## src/rtl/div_unit.sv

```systemverilog
// Iterative restoring divider (signed/unsigned) for the DIV/DIVU path.
// One quotient bit per clock, plus one cycle for sign fix-up; quotient to LO, remainder to HI.
module div_unit #(
  parameter int WIDTH = 32
) (
  input  logic             clk,
  input  logic             rst,
  input  logic             div_start,
  input  logic             divu_start,
  input  logic [WIDTH-1:0] dividend,
  input  logic [WIDTH-1:0] divisor,
  output logic             busy,
  output logic             done,
  output logic [WIDTH-1:0] q,
  output logic [WIDTH-1:0] r,
  output logic             div_zero
);

  localparam int CW = $clog2(WIDTH);
  localparam logic [1:0] IDLE = 2'd0;
  localparam logic [1:0] CALC = 2'd1;
  localparam logic [1:0] FIX  = 2'd2;

  logic [1:0]       state;
  logic [CW-1:0]    cnt;
  logic [WIDTH-1:0] rem, quo, mag_dv, raw_dd;
  logic             sign_q, sign_r, dv_zero;

  logic             sgn;
  logic [WIDTH-1:0] mag_dd_in, mag_dv_in;
  logic [WIDTH:0]   rem_sh, trial;
  logic [WIDTH-1:0] q_fix, r_fix;

  // div_start wins when both pulses arrive together
  assign sgn       = div_start;
  assign mag_dd_in = (sgn && dividend[WIDTH-1]) ? -dividend : dividend;
  assign mag_dv_in = (sgn && divisor[WIDTH-1])  ? -divisor  : divisor;

  // Restoring step: trial sign bit says whether the subtraction fit
  assign rem_sh = {rem, quo[WIDTH-1]};
  assign trial  = rem_sh - {1'b0, mag_dv};

  assign q_fix = sign_q ? -quo : quo;
  assign r_fix = sign_r ? -rem : rem;

  assign busy = (state != IDLE);

  always_ff @(posedge clk or posedge rst) begin
    if (rst) begin
      state    <= IDLE;
      cnt      <= '0;
      rem      <= '0;
      quo      <= '0;
      mag_dv   <= '0;
      raw_dd   <= '0;
      sign_q   <= 1'b0;
      sign_r   <= 1'b0;
      dv_zero  <= 1'b0;
      done     <= 1'b0;
      q        <= '0;
      r        <= '0;
      div_zero <= 1'b0;
    end else begin
      done <= 1'b0;
      case (state)
        IDLE: begin
          if (div_start || divu_start) begin
            quo     <= mag_dd_in;
            mag_dv  <= mag_dv_in;
            raw_dd  <= dividend;
            sign_q  <= sgn & (dividend[WIDTH-1] ^ divisor[WIDTH-1]);
            sign_r  <= sgn & dividend[WIDTH-1];
            dv_zero <= (divisor == '0);
            rem     <= '0;
            cnt     <= '0;
            state   <= CALC;
          end
        end
        CALC: begin
          quo <= {quo[WIDTH-2:0], ~trial[WIDTH]};
          rem <= trial[WIDTH] ? rem_sh[WIDTH-1:0] : trial[WIDTH-1:0];
          cnt <= cnt + CW'(1);
          if (cnt == CW'(WIDTH-1)) state <= FIX;
        end
        FIX: begin
          // Divide by zero: all-ones quotient, untouched dividend as remainder
          if (dv_zero) begin
            q <= '1;
            r <= raw_dd;
          end else begin
            q <= q_fix;
            r <= r_fix;
          end
          div_zero <= dv_zero;
          done     <= 1'b1;
          state    <= IDLE;
        end
        default: state <= IDLE;
      endcase
    end
  end

endmodule

```

## config.mk

```make
export PLATFORM = sky130hd
export DESIGN_NAME = div_unit
export DESIGN_NICKNAME = d
export VERILOG_FILES = /design/src/rtl/div_unit.sv
export SDC_FILE = /design/constraint.sdc
export NUM_CORES = 1
export LEC_CHECK = 0
export ABC_CLOCK_PERIOD_IN_PS = 6700
export BUFFER_PORTS_ARGS = -buffer_cell sky130_fd_sc_hd__buf_2
export CORE_ASPECT_RATIO = 2
export CORE_MARGIN = 4
export CORE_UTILIZATION = 25
export CTS_CLUSTER_DIAMETER = 60
export DETAILED_ROUTE_END_ITERATION = 7
export GPL_TIMING_DRIVEN = 0
export PLACE_DENSITY = 0.37
export RECOVER_POWER = 100
export SLEW_MARGIN = 15
export SYNTH_ARGS = -nofsm -noshare
export SYNTH_HDL_FRONTEND = slang
export SYNTH_SLANG_ARGS = --single-unit
export TNS_END_PERCENT = 50
```

## constraint.sdc

```tcl
create_clock -name clk -period 6.7 [get_ports clk]
set_clock_uncertainty 0.05 [all_clocks]
set_input_delay 0.335 -clock clk [delete_from_list [all_inputs] [get_ports clk]]
set_output_delay 0.335 -clock clk [all_outputs]
set_load 0.03 [all_outputs]
```

==> flow_metrics.py, run 1 <==
metrics = {
    "cells_and_area": {
        "fin_util": 0.298,
        "fin_nets": 1742,
        "area_growth_pct": 18.3,
        "drive_gt1_frac": 0.0775,
    },
    "grt": {
        "grtUsageTotal": 0.171,
        "grt_pass1_wl_um": 71800,
        "globalRouteOverflowTotal": 0,
        "grt_pass1_vias": 11488,
        "grt_max_degree": 83,
        "grt_antenna_before_repair": 1,
    },
    "cts": {
        "clk_latency_ps": 540,
        "htreeDepth": 1,
        "path_clk_slew_ps": 70,
        "cts.sinks": 204,
        "holdBufCountCts": 16,
        "cts_root_buf": "clkbuf_16",
        "post_cts_buffers": 0,
        "cts_buffer_depth": 3,
        "cts_tree": "built",
        "cts_resized": 0,
        "cts_buffers": 23,
    },
    "timing": {
        "finalSetupViolCount": 0,
        "hold_viol_final": 0,
        "worst_pin_slew_ps": 2790,
        "fmax_mhz": 198,
        "rsz0062_at_grt": "false",
        "fin_crit_ps": 5040,
        "fin_crit_sh": 0.752,
        "slew_violations": 141,
        "relSlewSlack": -0.872,
    },
    "place": {
        "place_hpwl_um": 38800,
        "place_congestion": 0.846,
        "port-buffer-count": 133,
    },
    "worst_setup_path": {
        "cp.arrival_ps": 5450,
        "crit_type": "reg2reg",
        "crit_required_ps": 7110,
        "start_kind": "flop",
        "crit_fanout": 10,
        "cp-end-kind": "flop",
        "reg2reg_slack_ps": 1660,
    },
    "routing": {
        "vias": 11011,
        "drt_iter0_markers": 512,
        "finalWirelength_um": 47500,
        "ant_nets": 0,
        "first_pass_iters": 5,
        "vias_per_cell": 4.78,
        "avgRoutedWirePerCell_um": 20.6,
        "drcViolationCount": 0,
    },
    "synth": {
        "synth_cell_types": 67,
        "syn_inst": 1459,
        "syn_area_per_cell_um2": 8.62,
        "yosys-top-cells-count": "221 x nand2_1, 204 x dfrtp_1, 180 x o21ai_0, 91 x nor2_1, 89 x a21oi_1",
        "syn_area_um2": 12600,
        "synth_area_leaders": "dfrtp_1 41%, o21ai_0 7.2%, nand2_1 6.6%",
        "synth_flop_cell": "dfrtp_1",
        "yosys.area.top_type": "dfrtp_1",
        "yosysSeqAreaShare": 0.406,
        "ys_seq_elements": 204,
        "yosysTopAreaCellShare": 0.406,
        "synth_warnings": 0,
        "syn-num-nets": 1566,
        "async_flop_share": 1.00,
        "synth_edf_count": 0,
        "yosysMostFrequentCell": "nand2_1",
    },
    "power": {
        "p_leak_nw": 6.29,
        "power_density_nw_per_um2": 548,
        "power_mw": 8.15,
        "irDropWorstVdd_mv": 0.241,
    },
    "die": {
        "start_util": 0.252,
        "core.rowCount": 116,
        "die_w_um": 167,
        "core-area_um2": 49900,
        "die_area_um2": 54200,
        "dieHeight_um": 325,
        "io_pins": 135,
    },
    "flow_run": {
        "maxCapViolCount": 2,
    },
    "outcome": {
        "outcome": "finished, violations left",
        "failed_checks": "capacitance limit, slew limit",
    },
    "worst_hold_path": {
        "hold_path_class": "in2reg",
    },
}
## through the flow
step | setup slack (ps) | setup TNS [ps] | area [um^2] | std cells | hold slack (ps)
after detailed placement | 2660 | 0 | 14100 | 2243 | 338
after global routing | 1310 | 0 | 14900 | 2302 | 13.9
final | 1660 | 0 | 14900 | 2302 | 26.2
after global placement | -2390 | -479810 | 14000 | 2241 | 400
after CTS | 2620 | 0 | 15100 | 2301 | 2.74
after floorplan | 748 | 0 | 12600 | 1459 | 382
## state kept, by name, summed over array words and instances, names as in the netlist
name / count
mag_dv: 32
q: 32
quo: 32
r: 32
raw_dd: 32
rem: 32
cnt: 5
state: 2
div_zero: 1
done: 1
dv_zero: 1
sign_q: 1
sign_r: 1
## cell usage in the layout (no fill, tap or decap), types with 4 or more instances in the layout
master         count
dfrtp_1          204
nand2b_1          14
buf_1              4
and2_1             4
mux2i_1           30
or4_1             12
a31oi_1            8
nor3_1            20
o211ai_1           7
xnor2_1           79
o41ai_1           12
o22a_1            31
or3_1              8
a21oi_1           90
nor4_1            12
nor2b_1            6
xor2_1            63
a22oi_1           30
inv_1             55
clkbuf_16         23
clkinv_2          10
nand3_1           42
o21a_1             5
and3_1            12
dlygate4sd3_1     16
nand2_1          221
o21ai_0          183
a21o_1             8
bufinv_16          4
clkbuf_1         145
nand4_1            7
nor2_1            91
ha_1              38
o31ai_1           31
buf_2             69
or2_2              5
## final cells by class
type	count	area, um^2
fill	5483	35100
clock inverter	16	186
antenna	1	2.50
multi-input combinational	1115	6850
clock buffer	26	607
sequential	204	5100
buffer	84	320
tap	649	812
timing repair buffer	151	773
inverter	56	211
## power breakdown
part / total (mW) / leakage [nW] / internal, mW / switching, mW
Combinational: 4.49 / 3.40 / 1.76 / 2.73
Sequential: 2.29 / 2.49 / 1.74 / 0.544
Clock: 1.37 / 0.399 / 0.807 / 0.563
## cells by family (layout without fill, tap and decap cells)
group / count (synthesis) / count (layout) / share of synthesized area
and+or+nand+nor: 472 / 472 / 0.174
adders and majority gates: 39 / 39 / 0.0394
muxes: 30 / 30 / 0.0239
AOI/OAI and AO/OA: 432 / 432 / 0.213
xor gates and xnor gates: 142 / 142 / 0.100
buffers and inverters: 140 / 333 / 0.0429
other: 0 / 1 / 0
DFF: 204 / 204 / 0.406
## worst max-delay path, stage by stage (launching register included)
cell      delay [ps]
dfrtp_1          450
inv_1            160
ha_1             260
fa_1             420
nor2b_1          170
o31a_1           210
nor4_1           110
nor3_1           400
a31o_1           400
a21oi_1          190
xnor2_1          820
clkbuf_1         640
nand2_1          390
o211ai_1         270
## final timing paths
check                                       start                      to  cells after the start
hold reg to reg            mag_dv[24]$_DFFE_PP0P_  mag_dv[24]$_DFFE_PP0P_                      2
min in group asynchronous                     rst        r[3]$_DFFE_PP0P_                      3
setup reg to reg              quo[31]$_DFFE_PP0P_     rem[31]$_DFFE_PP0P_                     13
hold / removal                       dividend[11]  raw_dd[11]$_DFFE_PP0P_                      3
setup / recovery              quo[31]$_DFFE_PP0P_     rem[31]$_DFFE_PP0P_                     13
max in group asynchronous                     rst  raw_dd[28]$_DFFE_PP0P_                      5
## routing by layer
metal  track usage  part of all wire  up-vias
met5             0                 0        -
met4        0.0498             0.026        0
met3        0.0140             0.027       48
met2         0.367              0.60      207
met1         0.167              0.35     5247
li1              -                 -     5509
No activity file was read; power rests on OpenSTA's default activity.
==> inputs of run 2 (changes only) <==
ABC_AREA = 1   (was not set)
ABC_CLOCK_PERIOD_IN_PS = 4800   (was 6700)
PLACE_DENSITY = 0.36   (was 0.37)
clock period = 4.8 ns   (was 6.7 ns; I/O delays follow)
==> flow_metrics.py, run 2 <==
metrics = {
    "power": {
        "power_mw": 12.4,
        "power_frac_seq": 0.247,
        "p_sw_frac": 0.534,
        "p_leak_nw": 8.46,
        "clock_power_share": 0.148,
        "power_density_nw_per_um2": 730,
        "p_int_mw": 5.75,
        "irDropWorstVdd_mv": 0.286,
        "p_switching_mw": 6.60,
        "p_comb_frac": 0.605,
    },
    "timing": {
        "fin_crit_ps": 3810,
        "slew_violations": 92,
        "finalSetupViolCount": 0,
        "fin_crit_sh": 0.795,
        "fmax_mhz": 262,
        "worst_pin_slew_ps": 1900,
        "relSlewSlack": -0.269,
        "hold_viol_final": 0,
        "fin_tns_setup_ps": 0,
        "rsz0062_at_grt": "false",
    },
    "worst_setup_path": {
        "crit_fanout": 10,
        "crit_type": "reg2reg",
        "crit_top_cell": "nand2_1",
        "crit_required_ps": 5220,
        "crit_slowest_cell": "dfrtp_1",
        "cp.arrival_ps": 4240,
        "start_kind": "flop",
        "cp-end-kind": "flop",
        "cpPeakStageDelay_ps": 520,
        "crit_chain": "inv_1 > ha_1 > fa_1 > inv_1 > nand2_1 > nand2_1 > nand3_1 > nand2_1 > nand2_1 > nand2_1 > nand2_1 > nand3_1 > nand2_1 > buf_6 > nand2_1 > nand3_1 > nand2_1",
    },
    "grt": {
        "grt_pass1_wl_um": 102000,
        "grt_max_degree": 33,
        "grtUsageTotal": 0.230,
        "grt_pass1_vias": 15458,
        "globalRouteOverflowTotal": 0,
        "grt_antenna_before_repair": 0,
    },
    "cts": {
        "path_clk_slew_ps": 70,
        "clk_latency_ps": 570,
        "cts_tree": "built",
        "htreeDepth": 1,
        "cts_buffer_depth": 3,
        "cts.sinks": 204,
        "cts_buffers": 25,
        "post_cts_buffers": 0,
        "holdBufCountCts": 40,
        "cts_resized": 0,
        "cts_root_buf": "clkbuf_16",
    },
    "die": {
        "dieHeight_um": 345,
        "die_w_um": 177,
        "core.rowCount": 123,
        "die_area_um2": 61000,
        "core-area_um2": 56300,
        "io_pins": 135,
        "start_util": 0.252,
    },
    "synth": {
        "yosysMostFrequentCell": "nand2_1",
        "synth_area_leaders": "dfrtp_1 36%, nand2_1 18%, inv_1 8.4%",
        "syn-num-nets": 2265,
        "async_flop_share": 1.00,
        "syn_inst": 2158,
        "synth_flop_cell": "dfrtp_1",
        "yosysSeqAreaShare": 0.359,
        "syn_area_um2": 14200,
        "yosys.area.top_type": "dfrtp_1",
        "synth_warnings": 0,
        "syn_area_per_cell_um2": 6.59,
        "yosys-top-cells-count": "668 x nand2_1, 319 x inv_1, 227 x nand3_1, 204 x dfrtp_1, 197 x nor2_1",
        "ys_seq_elements": 204,
        "synth_cell_types": 45,
        "synth_edf_count": 0,
        "yosysTopAreaCellShare": 0.359,
    },
    "cells_and_area": {
        "area_growth_pct": 18.9,
        "multi_input_area_um2": 7560,
        "drive_gt1_frac": 0.0550,
        "fin_util": 0.300,
        "n_antenna_cell": 0,
        "postLayoutCellArea_um2": 16900,
        "fillers": 6464,
        "regArea_um2": 5100,
        "fin_nets": 2472,
        "layout_common_cells": "676 x nand2_1, 318 x inv_1, 228 x nand3_1, 204 x dfrtp_1, 200 x nor2_1",
        "layout.cells.most_common": "nand2_1",
    },
    "outcome": {
        "outcome": "finished, violations left",
        "failed_checks": "capacitance limit, slew limit",
    },
    "routing": {
        "vias": 14790,
        "finalWirelength_um": 71400,
        "drt_iter0_markers": 914,
        "vias_per_cell": 4.73,
        "ant_nets": 0,
        "drcViolationCount": 0,
        "avgRoutedWirePerCell_um": 22.8,
        "first_pass_iters": 5,
    },
    "place": {
        "place_congestion": 0.929,
        "placed_area_um2": 16000,
        "port-buffer-count": 134,
        "place_hpwl_um": 60300,
    },
    "flow_run": {
        "maxCapViolCount": 3,
    },
    "worst_hold_path": {
        "hold_path_class": "in2reg",
    },
}
==> run 2: critical path: cells and delay by family, from the launching register on <==
family                   cells  cell delay (ps)
adder cells (fa/ha/maj)      2              680
buffers and inverters        3              540
flip-flops                   1              520
AND/OR/NAND/NOR             12             1920
==> run 2: cell type report <==
class | count | share of cell area
repair buffers | 180 | 0.0626
inverters | 324 | 0.0720
clock buffers | 37 | 0.0420
well taps | 750 | 0.0555
flip-flops and latches | 204 | 0.302
multi-input cells | 1558 | 0.447
clock inverters | 5 | 0.00229
plain buffers | 72 | 0.0169
==> run 2: logic make-up (layout without fill, tap and decap cells) <==
family,Yosys count,count (layout),synth area share
simple gates,1202,1202,0.357
xor+xnor,47,47,0.0289
buf+inv,396,618,0.106
fa+ha+maj,39,39,0.0348
compound gates,270,270,0.114
flops,204,204,0.359
==> run 2: path summary, 6_finish.rpt <==
path	from	endpoint	slack (ps)	depth (start not counted)
worst max-delay path	quo[31]$_DFFE_PP0P_	rem[0]$_DFFE_PP0P_	990	17
worst min-delay path	dividend[22]	quo[22]$_DFFE_PP0P_	20	3
worst max register to register	quo[31]$_DFFE_PP0P_	rem[0]$_DFFE_PP0P_	990	17
worst min register to register	mag_dv[19]$_DFFE_PP0P_	mag_dv[19]$_DFFE_PP0P_	430	2
max in group asynchronous	rst	cnt[4]$_DFFE_PP0P_	1780	6
min in group asynchronous	rst	r[21]$_DFFE_PP0P_	480	3
==> run 2: through the flow <==
| stage | hold slack [ps] | instances | setup WS (ps) |
|---|---|---|---|
| finish | 20.6 | 3130 | 985 |
| global route | 27.3 | 3130 | 694 |
| CTS | 1.39 | 3130 | 1420 |
| detailed placement | 368 | 3048 | 1370 |
| global placement | 412 | 3042 | 69.5 |
| floorplan | 286 | 2158 | 1870 |
==> run 2: per-layer routing <==
layer	wire, um	GRT usage	vias to the layer above
met2	40900	0.468	326
li1	-	-	7340
met4	6320	0.164	0
met1	22600	0.202	6994
met3	1630	0.0175	130
met5	0	0	-
==> run 2: power groups by stage <==
stage	clock network, mW	logic (mW)	registers, mW
after floorplan	0	5.08	2.90
after global placement	0	7.55	3.06
after detailed placement	0	7.59	3.07
after CTS	1.89	7.65	3.04
after global routing	1.94	8.47	3.13
final	1.83	7.48	3.05
==> inputs of run 3 (changes only) <==
ABC_AREA = 0   (was 1)
ABC_CLOCK_PERIOD_IN_PS = 3500   (was 4800)
PLACE_DENSITY = 0.38   (was 0.36)
clock period = 3.5 ns   (was 4.8 ns; I/O delays follow)
==> flow_metrics.py, run 3 (synthesis gave the netlist of run 1 again) <==
metrics = {
    "grt": {
        "grtUsageTotal": 0.172,
        "grt_pass1_vias": 11862,
        "globalRouteOverflowTotal": 0,
        "grt_pass1_wl_um": 72900,
        "grt_max_degree": 33,
        "grt_antenna_before_repair": 1,
    },
    "timing": {
        "worst_pin_slew_ps": 1880,
        "relSlewSlack": -0.254,
        "slew_violations": 95,
        "finalSetupViolCount": 0,
        "hold_viol_final": 0,
        "fin_crit_ps": 3370,
        "fin_crit_sh": 0.964,
        "hold_ws_ps": 68.8,
        "fmax_mhz": 296,
    },
    "place": {
        "place_hpwl_um": 39000,
        "place_congestion": 0.878,
        "dp_cells": 2248,
        "port-buffer-count": 133,
    },
    "cells_and_area": {
        "area_growth_pct": 23.8,
        "fin_cells": 2364,
        "regArea_um2": 5110,
        "layout.cells.most_common": "nand2_1",
        "layout_common_cells": "220 x nand2_1, 202 x dfrtp_1, 180 x o21ai_0, 148 x clkbuf_1, 90 x nor2_1",
        "fillers": 5503,
        "multi_input_area_um2": 6960,
        "fin_nets": 1805,
        "drive_gt1_frac": 0.0911,
    },
    "flow_run": {
        "maxCapViolCount": 3,
    },
    "routing": {
        "ant_nets": 0,
        "finalWirelength_um": 47500,
        "drt_iter0_markers": 682,
        "drcViolationCount": 0,
        "vias_per_cell": 4.82,
        "vias": 11387,
        "avgRoutedWirePerCell_um": 20.1,
        "first_pass_iters": 5,
    },
    "worst_setup_path": {
        "cp.arrival_ps": 3760,
        "start_kind": "flop",
        "crit_slowest_cell": "dfrtp_2",
        "cpPeakStageDelay_ps": 450,
        "crit_type": "reg2reg",
        "crit_required_ps": 3890,
        "cp-end-kind": "flop",
        "crit_fanout": 10,
        "crit_chain": "inv_2 > ha_2 > fa_2 > nor2b_2 > o31a_1 > nor4_4 > nor3_2 > a31o_4 > a21oi_4 > xnor2_4 > buf_4 > nand2_2 > o211ai_1",
    },
    "power": {
        "p_leak_nw": 6.57,
        "irDropWorstVdd_mv": 0.409,
        "power_frac_seq": 0.274,
        "power_mw": 16.0,
        "p_int_mw": 8.53,
        "p_sw_frac": 0.467,
        "power_density_nw_per_um2": 1030,
        "p_comb_frac": 0.573,
        "p_switching_mw": 7.48,
        "clock_power_share": 0.153,
    },
    "cts": {
        "cts_tree": "built",
        "htreeDepth": 1,
        "cts_root_buf": "clkbuf_16",
        "cts.sinks": 204,
        "cts_buffers": 23,
        "cts_buffer_depth": 3,
        "path_clk_slew_ps": 60,
        "clk_latency_ps": 530,
    },
    "die": {
        "core-area_um2": 49900,
        "die_area_um2": 54200,
        "core.rowCount": 116,
        "dieHeight_um": 325,
        "die_w_um": 167,
        "io_pins": 135,
        "start_util": 0.252,
    },
    "outcome": {
        "failed_checks": "capacitance limit, slew limit",
        "outcome": "finished, violations left",
    },
    "worst_hold_path": {
        "hold_path_class": "in2reg",
    },
}
run 3: changes by cell type in the layout (fill, tap and decap cells not counted), moves of 27 or more:
cell and delta:
mux2i_1 +30, nor2_1 -110, nand2_1 -456, o22a_1 +28
a21oi_1 +43, a22oi_1 +30, inv_1 -264, o21ai_0 +70
nand3_1 -186, xor2_1 +27, xnor2_1 +67
run 3: power groups by stage:
| stage | clock network [mW] | logic [mW] | registers, mW |
|---|---|---|---|
| 6_report | 2.45 | 9.17 | 4.39 |
| 5_1_grt | 2.64 | 10.3 | 4.55 |
| 4_1_cts | 2.55 | 9.20 | 4.39 |
| 3_5_place_dp | 0 | 8.83 | 4.43 |
| 3_3_place_gp | 0 | 8.74 | 4.42 |
| 2_1_floorplan | 0 | 6.29 | 4.30 |
run 3: worst max-delay path, delay by kind of cell (launching register included):
kind | cells | cell delay, ps
buffers and inverters | 2 | 400
and+or+nand+nor | 4 | 660
AOI/OAI and AO/OA | 4 | 1090
DFF | 1 | 450
adders and majority gates | 2 | 430
xor gates and xnor gates | 1 | 180
run 3: cell type report:
class                           instances  share of cell area
Multi-Input combinational cell       1115               0.447
Sequential cell                       204               0.328
Timing Repair Buffer                  215              0.0885
Tap cell                              649              0.0522
Clock buffer                           33              0.0439
Buffer                                 83              0.0220
Inverter                               56              0.0136
Clock inverter                          7             0.00410
Antenna cell                            2            0.000322
run 3: stage by stage:
stage | area [um^2] | setup TNS (ps) | setup slack (ps) | util
2_1_floorplan | 12600 | 0 | 627 | -
3_3_place_gp | 14100 | -210060 | -1020 | 0.281
3_5_place_dp | 14200 | -10470 | -572 | 0.284
4_1_cts | 15700 | 0 | 26.1 | 0.314
5_1_grt | 15600 | -188 | -35.3 | 0.312
6_report | 15600 | 0 | 127 | 0.312
run 3: timing repair:
item	CTS	global route
hold buffers	66	0
endpoints found under the hold margin	115	0
setup buffers	6	3
pin swaps	4	4
resized for setup	15	8
endpoints found under the setup margin	33	30
run 3: path summary, 6_finish.rpt:
| check | slack (ps) | cells after the start | startpoint | to |
|---|---|---|---|---|
| setup / recovery | 130 | 13 | quo[31]$_DFFE_PP0P_ | rem[31]$_DFFE_PP0P_ |
| hold / removal | 70 | 5 | divisor[18] | mag_dv[18]$_DFFE_PP0P_ |
| setup reg to reg | 130 | 13 | quo[31]$_DFFE_PP0P_ | rem[31]$_DFFE_PP0P_ |
| hold reg to reg | 430 | 2 | q[0]$_DFFE_PP0P_ | q[0]$_DFFE_PP0P_ |
| max in group asynchronous | 580 | 6 | rst | r[12]$_DFFE_PP0P_ |
| min in group asynchronous | 330 | 3 | rst | q[27]$_DFFE_PP0P_ |
run 3: metal layers:
layer	routed length, um	GRT usage
met1	16200	0.168
met2	28200	0.367
met3	1470	0.0174
met4	1580	0.0520
met5	0	0
